**config.mk**
```make
export PLATFORM = sky130hd
export DESIGN_NAME = pipe_y_store_flat
export DESIGN_NICKNAME = d
export VERILOG_FILES = /design/src/rtl/pipe_y_store_pkg.sv /design/src/rtl/pipe_y_store_if.sv /design/src/rtl/pipe_y_lfsr.sv /design/src/rtl/pipe_y_store.sv /design/src/flat_wrapper.sv
export SDC_FILE = /design/constraint.sdc
export NUM_CORES = 1
export LEC_CHECK = 0
export ABC_AREA = 1
export BUFFER_PORTS_ARGS = -buffer_cell sky130_fd_sc_hd__clkbuf_2
export CORE_MARGIN = 2
export CORE_UTILIZATION = 35
export DETAILED_ROUTE_END_ITERATION = 16
export PLACE_DENSITY = 0.65
export SYNTH_ARGS = -nofsm -noshare
export SYNTH_HDL_FRONTEND = slang
export SYNTH_SLANG_ARGS = --single-unit
```
**constraint.sdc**
```tcl
create_clock -name clk -period 2.2 [get_ports clk]
set_clock_uncertainty 0.15 [all_clocks]
set_input_delay 0.22 -clock clk [delete_from_list [all_inputs] [get_ports clk]]
set_output_delay 0.22 -clock clk [all_outputs]
set_load 0.01 [all_outputs]
```
**src/rtl/pipe_y_store_pkg.sv**
```systemverilog
// pipe_y_store_pkg: shared types and constants for the pipe gap-Y store.
// Holds state encoding, pipe count, coordinate width, gap table, LFSR taps.
package pipe_y_store_pkg;

    localparam int NPIPE = 4;
    localparam int YW    = 10;

    // One-hot, packed as {Q_Stop, Q_Count, Q_Initial}.
    typedef enum logic [2:0] {
        QInitial = 3'b001,
        QCount   = 3'b010,
        QStop    = 3'b100
    } state_t;

    // Gap offsets used when the LFSR is not built; entry 0 in the low byte.
    localparam logic [63:0] GAP_TABLE = {
        8'd140, 8'd100, 8'd200, 8'd60,
        8'd160, 8'd80,  8'd120, 8'd40
    };

    // Fibonacci taps 8,6,5,4 on an 8-bit register.
    localparam logic [7:0] LFSR_TAPS = 8'hB8;

endpackage

```
**src/rtl/pipe_y_store_if.sv**
```systemverilog
// pipe_y_store_if: control/index inputs and gap-Y outputs of pipe_y_store.
// master drives Start/Stop/Ack/pipe_idx; slave drives Y outputs, Regen, flags.
interface pipe_y_store_if;
    import pipe_y_store_pkg::*;

    logic          Start;
    logic          Stop;
    logic          Ack;
    logic [1:0]    pipe_idx;
    logic [YW-1:0] Y_Out;
    logic [YW-1:0] Y_Edge_O1;
    logic [YW-1:0] Y_Edge_O2;
    logic [YW-1:0] Y_Edge_O3;
    logic          Regen;
    logic          Q_Initial;
    logic          Q_Count;
    logic          Q_Stop;

    modport master (
        output Start, Stop, Ack, pipe_idx,
        input  Y_Out, Y_Edge_O1, Y_Edge_O2, Y_Edge_O3,
        input  Regen, Q_Initial, Q_Count, Q_Stop
    );

    modport slave (
        input  Start, Stop, Ack, pipe_idx,
        output Y_Out, Y_Edge_O1, Y_Edge_O2, Y_Edge_O3,
        output Regen, Q_Initial, Q_Count, Q_Stop
    );

endinterface

```
**src/rtl/pipe_y_lfsr.sv**
```systemverilog
// pipe_y_lfsr: 8-bit Fibonacci LFSR (taps 8,6,5,4) with seed load and enable.
// Ports: clk, reset (sync, high), i_load (reload seed), i_en (step), o_q (value).
module pipe_y_lfsr
    import pipe_y_store_pkg::*;
#(
    parameter logic [7:0] SEED = 8'hA5
) (
    input  logic       clk,
    input  logic       reset,
    input  logic       i_load,
    input  logic       i_en,
    output logic [7:0] o_q
);

    // An all-zero register would lock up, so a zero seed becomes 1.
    localparam logic [7:0] SEED_EFF = (SEED == 8'h00) ? 8'h01 : SEED;

    logic [7:0] r_q;
    logic       w_fb;

    assign w_fb = ^(r_q & LFSR_TAPS);
    assign o_q  = r_q;

    always_ff @(posedge clk) begin
        if (reset || i_load) begin
            r_q <= SEED_EFF;
        end else if (i_en) begin
            r_q <= {r_q[6:0], w_fb};
        end
    end

endmodule

```
**src/rtl/pipe_y_store.sv**
```systemverilog
// pipe_y_store: per-pipe gap-centre Y store, rewriting a pipe as it leaves scope.
// Ports: clk, reset (sync, high); bus (slave): Start/Stop/Ack, pipe_idx in;
// Y_Out, Y_Edge_O1..O3, Regen, Q_Initial/Q_Count/Q_Stop out.
// Macro PIPE_Y_LFSR_EN: gap source is an LFSR instead of the fixed gap table.
module pipe_y_store
    import pipe_y_store_pkg::*;
#(
    parameter int         Y0_INIT   = 120,
    parameter int         Y1_INIT   = 200,
    parameter int         Y2_INIT   = 160,
    parameter int         Y3_INIT   = 240,
    parameter int         Y_MIN     = 60,
    parameter logic [7:0] LFSR_SEED = 8'hA5
) (
    input logic            clk,
    input logic            reset,
    pipe_y_store_if.slave  bus
);

    state_t        r_state;
    state_t        w_next;
    logic [YW-1:0] r_y [NPIPE];
    logic [1:0]    r_prev;
    logic          r_regen;
    logic          w_change;
    logic          w_write;
    logic [7:0]    w_src8;
    logic [YW-1:0] w_new;

    assign w_change = (bus.pipe_idx != r_prev);
    assign w_write  = (r_state == QCount) && w_change;
    assign w_new    = YW'(Y_MIN) + {2'b00, w_src8};

`ifdef PIPE_Y_LFSR_EN
    logic [7:0] w_lfsr;
    logic       w_lfsr_load;
    logic       w_lfsr_en;

    // Reseed whenever not tracking so every game starts the same sequence.
    assign w_lfsr_load = (r_state != QCount) && (r_state != QStop);
    assign w_lfsr_en   = (r_state == QCount);
    assign w_src8      = w_lfsr;

    pipe_y_lfsr #(
        .SEED (LFSR_SEED)
    ) u_lfsr (
        .clk    (clk),
        .reset  (reset),
        .i_load (w_lfsr_load),
        .i_en   (w_lfsr_en),
        .o_q    (w_lfsr)
    );
`else
    logic [2:0] r_tbl_ptr;
    logic       w_unused_seed;

    assign w_unused_seed = ^LFSR_SEED;
    assign w_src8        = GAP_TABLE[{r_tbl_ptr, 3'b000} +: 8];

    always_ff @(posedge clk) begin
        if (reset || (r_state == QInitial)) begin
            r_tbl_ptr <= 3'd0;
        end else if (w_write) begin
            r_tbl_ptr <= r_tbl_ptr + 3'd1;
        end
    end
`endif

    always_comb begin
        w_next = QInitial;
        case (r_state)
            QInitial: w_next = bus.Start ? QCount : QInitial;
            QCount:   w_next = bus.Stop ? QStop : QCount;
            QStop:    w_next = bus.Ack ? QInitial : QStop;
            default:  w_next = QInitial;
        endcase
    end

    always_ff @(posedge clk) begin
        if (reset) begin
            r_state <= QInitial;
            r_y[0]  <= YW'(Y0_INIT);
            r_y[1]  <= YW'(Y1_INIT);
            r_y[2]  <= YW'(Y2_INIT);
            r_y[3]  <= YW'(Y3_INIT);
            r_prev  <= 2'd2;
            r_regen <= 1'b0;
        end else begin
            r_state <= w_next;
            r_regen <= 1'b0;
            case (r_state)
                QInitial: begin
                    r_y[0] <= YW'(Y0_INIT);
                    r_y[1] <= YW'(Y1_INIT);
                    r_y[2] <= YW'(Y2_INIT);
                    r_y[3] <= YW'(Y3_INIT);
                    r_prev <= 2'd2;
                end
                QCount: begin
                    // The pipe just left scope re-enters on the right.
                    if (w_change) begin
                        r_y[r_prev] <= w_new;
                        r_prev      <= bus.pipe_idx;
                        r_regen     <= 1'b1;
                    end
                end
                default: begin
                end
            endcase
        end
    end

    // 2-bit subtraction gives the mod-4 wrap for the trailing pipes.
    assign bus.Y_Out     = r_y[bus.pipe_idx];
    assign bus.Y_Edge_O1 = r_y[bus.pipe_idx - 2'd1];
    assign bus.Y_Edge_O2 = r_y[bus.pipe_idx - 2'd2];
    assign bus.Y_Edge_O3 = r_y[bus.pipe_idx - 2'd3];
    assign bus.Regen     = r_regen;
    assign bus.Q_Initial = r_state[0];
    assign bus.Q_Count   = r_state[1];
    assign bus.Q_Stop    = r_state[2];

endmodule

```
**src/flat_wrapper.sv**
```systemverilog
// flat-port wrapper written by rule: the top's interface ports become plain ports
module pipe_y_store_flat import pipe_y_store_pkg::*;
#(
    parameter int         Y0_INIT   = 120,
    parameter int         Y1_INIT   = 200,
    parameter int         Y2_INIT   = 160,
    parameter int         Y3_INIT   = 240,
    parameter int         Y_MIN     = 60,
    parameter logic [7:0] LFSR_SEED = 8'hA5
)
  (clk, reset, bus_Start, bus_Stop, bus_Ack, bus_pipe_idx, bus_Y_Out, bus_Y_Edge_O1, bus_Y_Edge_O2, bus_Y_Edge_O3, bus_Regen, bus_Q_Initial, bus_Q_Count, bus_Q_Stop);
  pipe_y_store_if bus_i ();
  input logic clk;
  input logic reset;
  input wire logic [$bits(bus_i.Start)-1:0] bus_Start;
  input wire logic [$bits(bus_i.Stop)-1:0] bus_Stop;
  input wire logic [$bits(bus_i.Ack)-1:0] bus_Ack;
  input wire logic [$bits(bus_i.pipe_idx)-1:0] bus_pipe_idx;
  output wire logic [$bits(bus_i.Y_Out)-1:0] bus_Y_Out;
  output wire logic [$bits(bus_i.Y_Edge_O1)-1:0] bus_Y_Edge_O1;
  output wire logic [$bits(bus_i.Y_Edge_O2)-1:0] bus_Y_Edge_O2;
  output wire logic [$bits(bus_i.Y_Edge_O3)-1:0] bus_Y_Edge_O3;
  output wire logic [$bits(bus_i.Regen)-1:0] bus_Regen;
  output wire logic [$bits(bus_i.Q_Initial)-1:0] bus_Q_Initial;
  output wire logic [$bits(bus_i.Q_Count)-1:0] bus_Q_Count;
  output wire logic [$bits(bus_i.Q_Stop)-1:0] bus_Q_Stop;
  assign bus_i.Start = bus_Start;
  assign bus_i.Stop = bus_Stop;
  assign bus_i.Ack = bus_Ack;
  assign bus_i.pipe_idx = bus_pipe_idx;
  assign bus_Y_Out = bus_i.Y_Out;
  assign bus_Y_Edge_O1 = bus_i.Y_Edge_O1;
  assign bus_Y_Edge_O2 = bus_i.Y_Edge_O2;
  assign bus_Y_Edge_O3 = bus_i.Y_Edge_O3;
  assign bus_Regen = bus_i.Regen;
  assign bus_Q_Initial = bus_i.Q_Initial;
  assign bus_Q_Count = bus_i.Q_Count;
  assign bus_Q_Stop = bus_i.Q_Stop;
  pipe_y_store #(.Y0_INIT(Y0_INIT), .Y1_INIT(Y1_INIT), .Y2_INIT(Y2_INIT), .Y3_INIT(Y3_INIT), .Y_MIN(Y_MIN), .LFSR_SEED(LFSR_SEED)) u_core (.clk(clk), .reset(reset), .bus(bus_i));
endmodule
```
==> results_dict.tcl <==
set metrics [dict create \
    track_usage 0.143 \
    numCtsBuffers 5 \
    core_area_um2 6680 \
    dpl_cell_area_um2 2610 \
    grt_pass1_wl_um 8250 \
    die-height_um 86.5 \
    syn_area_um2 2380 \
    peakVddDrop_mv 0.283 \
    fillCellCount 689 \
    post_route_cells_drive_above_1_share 0.185 \
    antenna_left 0 \
    worstSetupPathType "register to register" \
    critPathSlowestCell "dfxtp_1" \
    cts_tree "built" \
    fin_crit_sh 0.875 \
    drc 0 \
    hold_buffers 0 \
    max_freq_ghz 0.519 \
    clk_latency_ns 0.29 \
    maxSlewViolCount 0 \
    row_count 30 \
    placedCellCount 434 \
    die_area_um2 7490 \
    diodes 0 \
    powerDensity_nw_per_um2 688 \
    hold_path_class "input port to register" \
    seq_area_um2 1020 \
    hold_end "u_core.r_state[0]" \
    antenna_found_initial 0 \
    power.leakage_uw 0.00136 \
    syn_inst 324 \
    slowest_delay_ns 0.33 \
    grt_max_degree 58 \
    cts.sinks 37 \
    start_util 0.357 \
    final_area_um2 2750 \
    fin_tns_setup_ns 0 \
    finalCriticalPeriod_ns 1.93 \
    cts-resized-gates 0 \
    post_cts_buffers 0 \
    status "completed" \
    preCtsSetupSlack_ns 0.284 \
    ys_warn_count 0 \
    grt_pass1_vias 1767 \
    p_total_uw 1890 \
    end_kind "register" \
    clockBufferDepth 2 \
    hpwl_um 4180 \
    arrival_ns 1.74 \
    crit_required_ns 2.02 \
    ys_ff_latch 37 \
    synth_cell_type_count 25 \
    hold-path-cell-count 2 \
    port_buffers 38 \
    crit_chain "inv_1, nand3_1, inv_1, nand2_4, nor2_8, nand2_4, nand2_1" \
    grt_overflow_total 0 \
    maxCapViolCount 0 \
    syn_area_per_cell_um2 7.36 \
    clkTransAtPathRegs_ns 0.08 \
    nets 372 \
    worstReg2RegEnd "u_core.r_y[2][3]" \
    drtIter0Drc 81 \
    drt-total-wl_um 5070 \
    clockRootBuffer "clkbuf_8" \
    cp-start-kind "register" \
    cts_max_level 2 \
    die_width_um 86.5 \
    worstHoldStart "bus_Start" \
    firstDrtPassIters 4 \
    ys_seq_area_frac 0.428 \
    r2r-start "u_core.r_state[0]" \
    finalHoldViolCount 0 \
    via_count 1997 \
    wire_per_inst_um 11.5 \
    gp_congestion 0.798 \
    rsz0062_at_grt "no" \
    finalWorstSetupSlack_ns 0.275 \
    reg2regPathDepth 7 \
    setup_viol 0 \
    final_cells 442 \
    area_growth_syn_to_layout_pct 15.4 \
    multi_input_area_um2 1070 \
    r2r_slack_ns 0.27 \
    io-pin-count 51 \
    via_per_inst 4.52 \
    crit_fanout 8 \
]
-- final cells by class --
type	count	share of cell area
Clock inverter	3	0.0250
Timing Repair Buffer	43	0.0873
Tap cell	80	0.0364
Sequential cell	37	0.371
Multi-Input combinational cell	226	0.390
Inverter	48	0.0655
Clock buffer	5	0.0250
-- state kept, by name, indices dropped and copies added (netlist names) --
signal	cells
u_core.r_y	28
u_core.r_state	3
u_core.r_tbl_ptr	3
u_core.r_prev	2
u_core.bus.Regen	1
-- cells by family after synthesis --
logic type / share of synthesized area
DFF: 0.428
buffers and inverters: 0.140
and+or+nand+nor: 0.256
AOI/OAI and AO/OA: 0.136
other: 0.00157
xor gates and xnor gates: 0.0178
adders and majority gates: 0.0210
-- how the worst max path moves through the flow --
stage                                    from                to  cells after the start
final                       u_core.r_state[0]  u_core.r_y[2][3]                      7
after global routing        u_core.r_state[0]  u_core.r_y[0][5]                      7
after CTS                   u_core.r_state[0]  u_core.r_y[0][6]                      7
after detailed placement    u_core.r_state[0]  u_core.r_y[0][6]                      7
after global placement      u_core.r_state[0]  u_core.r_y[2][5]                      7
after floorplan           u_core.r_tbl_ptr[1]  u_core.r_y[0][4]                      7
-- layer usage --
metal | vias up | wire length, um | GRT usage
met2 | 67 | 2430 | 0.244
met3 | 4 | 321 | 0.0238
met1 | 850 | 2270 | 0.178
li1 | 1076 | - | -
met4 | 0 | 61 | 0.0625
met5 | - | 0 | 0
-- power by group --
group | switching [uW] | internal, uW
clock | 247 | 456
combinational | 243 | 121
sequential | 26.6 | 798
total | 517 | 1380
-- critical path: cells and delay by family (launching register included) --
family / cells / cell delay, ns
buffers and inverters: 2 / 0.31
DFF: 1 / 0.33
and+or+nand+nor: 5 / 0.81
-- placed cells by master (no fill, tap or decap), drive strengths merged --
cell type  synthesis  routed
edfxtp            28      28
buf               21       5
o21ai             50      50
conb               1      12
or2                2       2
nor2              37      37
nand4              1       1
nand3             10      10
ha                 4       4
nand2             92      92
xor2               1       1
a21oi             12      12
bufinv             0       2
dfxtp              9       9
clkbuf             3      43
inv               48      49
o2111ai            1       1
xnor2              3       3
o22ai              1       1
-- synth_stat cells, drive strengths merged --
cell,count,share of area
nand2,92,0.16
o21ai,50,0.10
inv,48,0.076
nor2,37,0.065
edfxtp,28,0.35
buf,21,0.059
a21oi,12,0.025
nand3,10,0.021
dfxtp,9,0.076
ha,4,0.021
clkbuf,3,0.0047
xnor2,3,0.014
or2,2,0.0052
conb,1,0.0016
nand4,1,0.0026
o2111ai,1,0.0037
o22ai,1,0.0026
xor2,1,0.0037
-- per-stage QoR --
stage | hold slack, ns | utilization
finish | 0.0321 | 0.412
global route | 0.0492 | 0.412
detailed placement | 0.339 | 0.391
CTS | 0.0276 | 0.412
global placement | 0.348 | 0.391
floorplan | 0.169 | -
Note: power is estimated with default switching activity, not from simulation.
